**src/rtl/uart_tx_fifo_pkg.sv**
```systemverilog
// Shared UART definitions: bit-period math, 8N1 frame constants and the
// transmitter FSM state encoding.
package uart_tx_fifo_pkg;

  localparam int   DATA_BITS = 8;
  localparam logic START_BIT = 1'b0;
  localparam logic STOP_BIT  = 1'b1;

  typedef enum logic [2:0] {
    ST_IDLE,
    ST_START,
    ST_DATA,
    ST_STOP,
    ST_BREAK,
    ST_MARK
  } tx_state_t;

  function automatic int calc_div(input int clk_freq, input int bit_freq);
    return clk_freq / bit_freq;
  endfunction

  // Counter width able to hold 0..n-1, never narrower than one bit.
  function automatic int cnt_width(input int n);
    return (n > 1) ? $clog2(n) : 1;
  endfunction

endpackage

```
**src/rtl/uart_tx_fifo_if.sv**
```systemverilog
// Fabric-side handshake of the buffered UART transmitter.
interface uart_tx_fifo_if
  import uart_tx_fifo_pkg::*;
#(
  parameter int DEPTH = 16
);
  logic                   wr;
  logic [DATA_BITS-1:0]   din;
  logic                   brk;
  logic                   full;
  logic [$clog2(DEPTH):0] count;
  logic                   busy;

  modport master (output wr, din, brk, input full, count, busy);
  modport slave  (input wr, din, brk, output full, count, busy);
endinterface

```
**src/rtl/uart_tx_fifo_sync_fifo.sv**
```systemverilog
// Single-clock FIFO with registered full/count and a registered read port,
// so the storage array maps onto block RAM.
module sync_fifo #(
  parameter int WIDTH = 8,
  parameter int DEPTH = 16
) (
  input  logic                   clk,
  input  logic                   rst_n,
  input  logic                   wr,
  input  logic [WIDTH-1:0]       din,
  input  logic                   rd,
  output logic [WIDTH-1:0]       dout,
  output logic                   full,
  output logic                   empty,
  output logic [$clog2(DEPTH):0] count
);
  localparam int AW = $clog2(DEPTH);
  localparam logic [AW:0] FULL_CNT = (AW+1)'(DEPTH);

  logic [WIDTH-1:0] mem [DEPTH];
  logic [WIDTH-1:0] dout_reg;
  logic [AW-1:0]    wr_ptr_reg, rd_ptr_reg;
  logic [AW:0]      count_reg, count_next;
  logic             full_reg;
  logic             wr_en, rd_en;

  // A write into a full FIFO is dropped even when a pop frees a slot this cycle.
  assign wr_en = wr && !full_reg;
  assign rd_en = rd && (count_reg != '0);

  always_comb begin
    count_next = count_reg;
    if (wr_en && !rd_en)
      count_next = count_reg + (AW+1)'(1);
    else if (rd_en && !wr_en)
      count_next = count_reg - (AW+1)'(1);
  end

  always_ff @(posedge clk) begin
    if (wr_en)
      mem[wr_ptr_reg] <= din;
    if (rd_en)
      dout_reg <= mem[rd_ptr_reg];
  end

  always_ff @(posedge clk or negedge rst_n) begin
    if (!rst_n) begin
      wr_ptr_reg <= '0;
      rd_ptr_reg <= '0;
      count_reg  <= '0;
      full_reg   <= 1'b0;
    end else begin
      if (wr_en)
        wr_ptr_reg <= wr_ptr_reg + AW'(1);
      if (rd_en)
        rd_ptr_reg <= rd_ptr_reg + AW'(1);
      count_reg <= count_next;
      full_reg  <= (count_next == FULL_CNT);
    end
  end

  assign dout  = dout_reg;
  assign full  = full_reg;
  assign count = count_reg;
  assign empty = (count_reg == '0);
endmodule

```
**src/rtl/uart_tx_fifo.sv**
```systemverilog
// Buffered 8N1 UART transmitter: queued octets go out back-to-back, and a
// break request inserts BREAK_BITS of low line followed by one mark bit.
module uart_tx_fifo
  import uart_tx_fifo_pkg::*;
#(
  parameter int CLK_FREQ   = 48_000_000,
  parameter int BIT_FREQ   = 115_200,
  parameter int DEPTH      = 16,
  parameter int BREAK_BITS = 20
) (
  input  logic          clk,
  input  logic          rst_n,
  uart_tx_fifo_if.slave bus,
  output logic          tx
);
  localparam int DIV   = calc_div(CLK_FREQ, BIT_FREQ);
  localparam int DIV_W = cnt_width(DIV);
  localparam int BRK_W = cnt_width(BREAK_BITS);
  localparam int IDX_W = cnt_width(DATA_BITS);
  localparam logic [DIV_W-1:0] DIV_LAST = DIV_W'(DIV - 1);
  localparam logic [BRK_W-1:0] BRK_LAST = BRK_W'(BREAK_BITS - 1);
  localparam logic [IDX_W-1:0] IDX_LAST = IDX_W'(DATA_BITS - 1);

  tx_state_t              state_reg, state_next;
  logic [DIV_W-1:0]       bit_cnt_reg, bit_cnt_next;
  logic [IDX_W-1:0]       bit_idx_reg, bit_idx_next;
  logic [DATA_BITS-1:0]   shift_reg, shift_next;
  logic [BRK_W-1:0]       brk_cnt_reg, brk_cnt_next;
  logic                   pend_reg, pend_next;
  logic                   tx_reg, tx_next;
  logic                   bit_end, pop, fifo_empty;
  logic [DATA_BITS-1:0]   fifo_dout;

  sync_fifo #(
    .WIDTH (DATA_BITS),
    .DEPTH (DEPTH)
  ) u_fifo (
    .clk   (clk),
    .rst_n (rst_n),
    .wr    (bus.wr),
    .din   (bus.din),
    .rd    (pop),
    .dout  (fifo_dout),
    .full  (bus.full),
    .empty (fifo_empty),
    .count (bus.count)
  );

  assign bit_end  = (bit_cnt_reg == DIV_LAST);
  assign bus.busy = (state_reg != ST_IDLE) || !fifo_empty || pend_reg;

  always_comb begin
    state_next   = state_reg;
    bit_cnt_next = bit_cnt_reg;
    bit_idx_next = bit_idx_reg;
    shift_next   = shift_reg;
    brk_cnt_next = brk_cnt_reg;
    pend_next    = pend_reg;
    pop          = 1'b0;
    tx_next      = STOP_BIT;

    // Every state change lands on a bit boundary, so the counter wraps to 0 then.
    if (state_reg != ST_IDLE)
      bit_cnt_next = bit_end ? '0 : bit_cnt_reg + DIV_W'(1);

    if (bus.brk && !pend_reg && state_reg != ST_BREAK && state_reg != ST_MARK)
      pend_next = 1'b1;

    case (state_reg)
      ST_IDLE: begin
        if (pend_reg) begin
          state_next   = ST_BREAK;
          pend_next    = 1'b0;
          brk_cnt_next = '0;
        end else if (!fifo_empty) begin
          state_next = ST_START;
          pop        = 1'b1;
        end
      end
      ST_START: begin
        // The popped octet is on the registered FIFO output by the end of START.
        if (bit_end) begin
          state_next   = ST_DATA;
          shift_next   = fifo_dout;
          bit_idx_next = '0;
        end
      end
      ST_DATA: begin
        if (bit_end) begin
          shift_next = shift_reg >> 1;
          if (bit_idx_reg == IDX_LAST)
            state_next = ST_STOP;
          else
            bit_idx_next = bit_idx_reg + IDX_W'(1);
        end
      end
      ST_STOP: begin
        if (bit_end) begin
          if (pend_reg) begin
            state_next   = ST_BREAK;
            pend_next    = 1'b0;
            brk_cnt_next = '0;
          end else if (!fifo_empty) begin
            state_next = ST_START;
            pop        = 1'b1;
          end else begin
            state_next = ST_IDLE;
          end
        end
      end
      ST_BREAK: begin
        if (bit_end) begin
          if (brk_cnt_reg == BRK_LAST)
            state_next = ST_MARK;
          else
            brk_cnt_next = brk_cnt_reg + BRK_W'(1);
        end
      end
      ST_MARK: begin
        if (bit_end)
          state_next = ST_IDLE;
      end
      default: state_next = ST_IDLE;
    endcase

    // tx is registered from the next state so the pin never glitches.
    case (state_next)
      ST_START: tx_next = START_BIT;
      ST_DATA:  tx_next = shift_next[0];
      ST_BREAK: tx_next = 1'b0;
      default:  tx_next = STOP_BIT;
    endcase
  end

  always_ff @(posedge clk or negedge rst_n) begin
    if (!rst_n) begin
      state_reg   <= ST_IDLE;
      bit_cnt_reg <= '0;
      bit_idx_reg <= '0;
      shift_reg   <= '0;
      brk_cnt_reg <= '0;
      pend_reg    <= 1'b0;
      tx_reg      <= STOP_BIT;
    end else begin
      state_reg   <= state_next;
      bit_cnt_reg <= bit_cnt_next;
      bit_idx_reg <= bit_idx_next;
      shift_reg   <= shift_next;
      brk_cnt_reg <= brk_cnt_next;
      pend_reg    <= pend_next;
      tx_reg      <= tx_next;
    end
  end

  assign tx = tx_reg;
endmodule

```
**src/flat_wrapper.sv**
```systemverilog
// flat-port wrapper written by rule: the top's interface ports become plain ports
module uart_tx_fifo_flat import uart_tx_fifo_pkg::*;
#(
  parameter int CLK_FREQ   = 48_000_000,
  parameter int BIT_FREQ   = 115_200,
  parameter int DEPTH      = 16,
  parameter int BREAK_BITS = 20
)
  (clk, rst_n, tx, bus_wr, bus_din, bus_brk, bus_full, bus_count, bus_busy);
  uart_tx_fifo_if #(.DEPTH(DEPTH)) bus_i ();
  input  logic clk;
  input  logic rst_n;
  output logic tx;
  input wire logic [$bits(bus_i.wr)-1:0] bus_wr;
  input wire logic [$bits(bus_i.din)-1:0] bus_din;
  input wire logic [$bits(bus_i.brk)-1:0] bus_brk;
  output wire logic [$bits(bus_i.full)-1:0] bus_full;
  output wire logic [$bits(bus_i.count)-1:0] bus_count;
  output wire logic [$bits(bus_i.busy)-1:0] bus_busy;
  assign bus_i.wr = bus_wr;
  assign bus_i.din = bus_din;
  assign bus_i.brk = bus_brk;
  assign bus_full = bus_i.full;
  assign bus_count = bus_i.count;
  assign bus_busy = bus_i.busy;
  uart_tx_fifo #(.CLK_FREQ(CLK_FREQ), .BIT_FREQ(BIT_FREQ), .DEPTH(DEPTH), .BREAK_BITS(BREAK_BITS)) u_core (.clk(clk), .rst_n(rst_n), .bus(bus_i), .tx(tx));
endmodule
```
**config.mk**
```make
export PLATFORM = sky130hd
export DESIGN_NAME = uart_tx_fifo_flat
export DESIGN_NICKNAME = d
export VERILOG_FILES = /design/src/rtl/uart_tx_fifo_pkg.sv /design/src/rtl/uart_tx_fifo_if.sv /design/src/rtl/uart_tx_fifo_sync_fifo.sv /design/src/rtl/uart_tx_fifo.sv /design/src/flat_wrapper.sv
export SDC_FILE = /design/constraint.sdc
export NUM_CORES = 1
export LEC_CHECK = 0
export BUFFER_PORTS_ARGS = -buffer_cell sky130_fd_sc_hd__buf_2
export CAP_MARGIN = 10
export CORE_MARGIN = 2
export CORE_UTILIZATION = 56
export DETAILED_ROUTE_END_ITERATION = 16
export GPL_ROUTABILITY_DRIVEN = 0
export PLACE_DENSITY_LB_ADDON = 0.2
export SLEW_MARGIN = 20
export SYNTH_ARGS = -nofsm -noshare
export SYNTH_HDL_FRONTEND = slang
export SYNTH_SLANG_ARGS = --single-unit
```
**constraint.sdc**
```tcl
create_clock -name clk -period 2.25 [get_ports clk]
set_input_delay 0.45 -clock clk [delete_from_list [all_inputs] [get_ports clk]]
set_output_delay 0.45 -clock clk [all_outputs]
set_load 0.02 [all_outputs]
```
==> run_summary.xml <==
<?xml version="1.0" encoding="UTF-8"?>
<metrics>
  <group name="yosys">
    <metric name="post-synth-top-area-cell" unit="">sky130_fd_sc_hd__edfxtp_1</metric>
    <metric name="synth_ff_type" unit="">sky130_fd_sc_hd__edfxtp_1</metric>
    <metric name="syn-instance-count" unit="">467</metric>
    <metric name="synth.yosys.seq_area_share" unit="">0.686</metric>
    <metric name="post_synthesis_cell_area" unit="um2">7560</metric>
    <metric name="synth_seq_cells" unit="">180</metric>
    <metric name="synth_area_per_cell" unit="um2">16.2</metric>
    <metric name="syn_nets" unit="">491</metric>
    <metric name="synth_cell_type_count" unit="">55</metric>
    <metric name="synth_enable_flop_cells" unit="">136</metric>
    <metric name="synth_largest_type_area_fraction" unit="">0.540</metric>
    <metric name="asyncSetResetFlopFracSynth" unit="">0.244</metric>
    <metric name="yosys_warnings" unit="">0</metric>
    <metric name="post_synth_main_area_contributors" unit="">sky130_fd_sc_hd__edfxtp_1, sky130_fd_sc_hd__dfrtp_1, sky130_fd_sc_hd__mux4_2</metric>
  </group>
  <group name="sta">
    <metric name="slew_violations" unit="">0</metric>
    <metric name="timing.clock.skew" unit="ns">0.0153</metric>
    <metric name="worstMarginPinSlew" unit="ns">0.523</metric>
    <metric name="max_freq" unit="MHz">460</metric>
    <metric name="max-slew-margin-rel" unit="">0.652</metric>
    <metric name="period_minus_slack" unit="ns">2.18</metric>
    <metric name="setup_tns" unit="ns">0</metric>
    <metric name="finalHoldViolCount" unit="">0</metric>
    <metric name="final.period_utilization" unit="">0.967</metric>
    <metric name="setup_violations" unit="">0</metric>
  </group>
  <group name="clock_network">
    <metric name="cts-buffers-inserted" unit="">17</metric>
    <metric name="htree_num_levels" unit="">4</metric>
    <metric name="cts_num_sinks" unit="">180</metric>
    <metric name="root_buffer" unit="">sky130_fd_sc_hd__clkbuf_16</metric>
    <metric name="cts_tree" unit="">built</metric>
    <metric name="worst_skew_pair.late_latency" unit="ns">0.43</metric>
    <metric name="clkSlewWorstSetupHoldPaths" unit="ns">0.07</metric>
    <metric name="clock_path_buffers" unit="">2</metric>
  </group>
  <group name="detailed_routing">
    <metric name="post_drt_via_cell_ratio" unit="">5.89</metric>
    <metric name="detailroute.via_count" unit="">4276</metric>
    <metric name="postRouteWirelength" unit="mm">15.3</metric>
    <metric name="drt_pass1_iterations" unit="">5</metric>
    <metric name="drtAntennaViolNets" unit="">0</metric>
    <metric name="post_detailed_route_wirelength_per_cell" unit="um">21.0</metric>
    <metric name="drc_errors" unit="">0</metric>
    <metric name="drt_iter0_drc" unit="">301</metric>
  </group>
  <group name="pwr">
    <metric name="power_leakage" unit="uW">0.00321</metric>
    <metric name="ir_worst_vdd" unit="mV">0.738</metric>
    <metric name="power.density_cell_area" unit="nW/um2">899</metric>
  </group>
  <group name="setup_path">
    <metric name="timing.reg2reg.setup_slack" unit="ns">0.07</metric>
    <metric name="worst_r2r_path_depth" unit="">7</metric>
    <metric name="worstSetupEndpointType" unit="">register</metric>
    <metric name="r2r-end" unit="">u_core.u_fifo.full$_DFF_PN0_</metric>
    <metric name="worstReg2RegStart" unit="">u_core.bit_cnt_reg[6]$_DFFE_PN0N_</metric>
    <metric name="critical_path_class" unit="">reg -&gt; reg</metric>
    <metric name="critical_path_arrival" unit="ns">2.51</metric>
    <metric name="worst_setup_path_start_kind" unit="">register</metric>
    <metric name="crit_path_max_fanout" unit="">4</metric>
    <metric name="critical_path_required" unit="ns">2.59</metric>
  </group>
  <group name="global_route">
    <metric name="first_global_vias" unit="">4413</metric>
    <metric name="first_pass_grt_wire_length" unit="mm">24.0</metric>
    <metric name="grtUsageTotal" unit="">0.229</metric>
    <metric name="grt_antenna_before_repair" unit="">0</metric>
    <metric name="global_route.overflow_total" unit="">0</metric>
    <metric name="pin_count_of_the_biggest_net_entering_global_routing" unit="">27</metric>
  </group>
  <group name="floorplan">
    <metric name="core-area" unit="um2">13200</metric>
    <metric name="die_area" unit="um2">14500</metric>
    <metric name="ios" unit="">20</metric>
    <metric name="floorplan.initialDensity" unit="">0.573</metric>
    <metric name="placement_rows" unit="">42</metric>
    <metric name="die_w" unit="um">120</metric>
    <metric name="die-height" unit="um">120</metric>
  </group>
  <group name="worst_hold_path">
    <metric name="min_delay_worst_endpoint" unit="">u_core.pend_reg$_DFF_PN0_</metric>
    <metric name="worstHoldPathType" unit="">in -&gt; reg</metric>
    <metric name="timing.hold.worst.start" unit="">bus_brk</metric>
    <metric name="worstHoldPathCells" unit="">3</metric>
  </group>
  <group name="placed_design">
    <metric name="post-dp-hpwl" unit="mm">9.89</metric>
    <metric name="port_buffers" unit="">19</metric>
  </group>
  <group name="cells_and_area">
    <metric name="most_frequent_cells_in_the_layout" unit="">sky130_fd_sc_hd__edfxtp_1, sky130_fd_sc_hd__buf_4, sky130_fd_sc_hd__nand2_1</metric>
    <metric name="antenna_cells" unit="">0</metric>
    <metric name="postLayoutCoreUtil" unit="">0.672</metric>
    <metric name="fill_cell_count" unit="">890</metric>
    <metric name="layout-drive-gt1-share" unit="">0.305</metric>
    <metric name="nNetsFinal" unit="">561</metric>
    <metric name="largest_register_ffs" unit="">128</metric>
    <metric name="layout_overhead_on_the_synthesized_area" unit="%">17.2</metric>
    <metric name="mostFrequentLayoutCell" unit="">sky130_fd_sc_hd__edfxtp_1</metric>
  </group>
  <group name="run_status">
    <metric name="outcome" unit="">completed</metric>
  </group>
  <group name="job">
    <metric name="maxCapViolCount" unit="">0</metric>
  </group>
</metrics>
==> what timing repair did <==
item / in CTS / in global routing
endpoints found under the hold margin: 18 / 0
setup buffers: 2 / 2
endpoints found under the setup margin: 3 / 9
pin swaps: 3 / 2
hold buffers: 1 / 0
resized for setup: 7 / 8
==> Yosys cell counts (2+ instances only) <==
library cell	number
sky130_fd_sc_hd__a21oi_1	8
sky130_fd_sc_hd__nand4b_1	3
sky130_fd_sc_hd__a22oi_1	7
sky130_fd_sc_hd__buf_1	7
sky130_fd_sc_hd__mux2_2	2
sky130_fd_sc_hd__inv_1	10
sky130_fd_sc_hd__buf_6	2
sky130_fd_sc_hd__nand3_1	5
sky130_fd_sc_hd__ha_1	12
sky130_fd_sc_hd__mux4_2	40
sky130_fd_sc_hd__o31ai_1	2
sky130_fd_sc_hd__a22o_1	2
sky130_fd_sc_hd__nand2b_1	7
sky130_fd_sc_hd__or4_1	2
sky130_fd_sc_hd__nor3b_1	3
sky130_fd_sc_hd__nand2_1	41
sky130_fd_sc_hd__mux2i_1	3
sky130_fd_sc_hd__o21ai_0	13
sky130_fd_sc_hd__dfrtp_1	43
sky130_fd_sc_hd__or3_1	6
sky130_fd_sc_hd__a31oi_1	3
sky130_fd_sc_hd__xnor2_1	14
sky130_fd_sc_hd__clkbuf_1	13
sky130_fd_sc_hd__nand4_1	8
sky130_fd_sc_hd__nor3_1	8
sky130_fd_sc_hd__a21o_1	2
sky130_fd_sc_hd__xor2_1	5
sky130_fd_sc_hd__edfxtp_1	136
sky130_fd_sc_hd__nor2_1	33
sky130_fd_sc_hd__nand3b_1	2
==> layout make-up <==
type	count	area (um2)	share of cell area
clock buffers	18	429	0.0484
clock inverters	14	124	0.0140
inverters	12	57.6	0.00649
multi-input cells	250	2280	0.257
flip-flops and latches	180	5190	0.586
well taps	176	220	0.0248
repair buffers	76	563	0.0635
==> per-stage QoR <==
stage / total power (uW) / setup slack, ns / hold WS (ns) / instance area (um2) / cells
6_report: 7970 / 0.0743 / 0.265 / 8860 / 726
5_1_grt: 8260 / -0.00640 / 0.306 / 8860 / 726
4_1_cts: 7990 / 0.0110 / 0.248 / 8820 / 724
3_5_place_dp: 5160 / -0.0404 / 0.445 / 8210 / 689
3_3_place_gp: 5100 / 0.0807 / 0.435 / 8210 / 689
2_1_floorplan: 4710 / -0.0163 / 0.154 / 7580 / 467
==> layer usage <==
| layer | wire length (um) | GRT usage |
|---|---|---|
| met1 | 6390 | 0.291 |
| met2 | 8000 | 0.390 |
| met3 | 655 | 0.0552 |
| met4 | 226 | 0.0770 |
| met5 | 0 | 0 |
==> critical path: stages, from the launching register on <==
cell,delay (ns)
sky130_fd_sc_hd__dfrtp_1,0.39
sky130_fd_sc_hd__nand4b_1,0.26
sky130_fd_sc_hd__o41a_1,0.48
sky130_fd_sc_hd__or2_4,0.30
sky130_fd_sc_hd__clkinv_8,0.06
sky130_fd_sc_hd__mux2i_2,0.22
sky130_fd_sc_hd__xor2_1,0.12
sky130_fd_sc_hd__nor4b_2,0.25
==> power by group <==
group          total (uW)  switching [uW]  leakage, uW  internal [uW]
logic                1080             629      0.00115            451
registers            4070             160      0.00179           3910
clock network        2820            1280     0.000272           1530
==> cells by family after synthesis <==
logic type,after synthesis,synth area share
buffers and inverters,37,0.0213
adders and majority gates,12,0.0199
muxes,46,0.128
xor gates and xnor gates,19,0.0220
and+or+nand+nor,128,0.0845
DFF,180,0.686
AOI/OAI and AO/OA,45,0.0385
==> worst max-delay path by stage <==
stage	from	end	slack [ns]
CTS	u_core.bit_cnt_reg[0]$_DFFE_PN0N_	u_core.u_fifo.full$_DFF_PN0_	0.01
global placement	u_core.bit_cnt_reg[1]$_DFFE_PN0N_	u_core.u_fifo.full$_DFF_PN0_	0.08
finish	u_core.bit_cnt_reg[6]$_DFFE_PN0N_	u_core.u_fifo.full$_DFF_PN0_	0.07
floorplan	u_core.bit_cnt_reg[5]$_DFFE_PN0N_	u_core.tx$_DFF_PN1_	-0.02
global route	u_core.bit_cnt_reg[6]$_DFFE_PN0N_	u_core.u_fifo.full$_DFF_PN0_	-0.006
detailed placement	u_core.u_fifo.count[1]$_DFF_PN0_	u_core.u_fifo.full$_DFF_PN0_	-0.04
(Power assumes the default switching activity.)
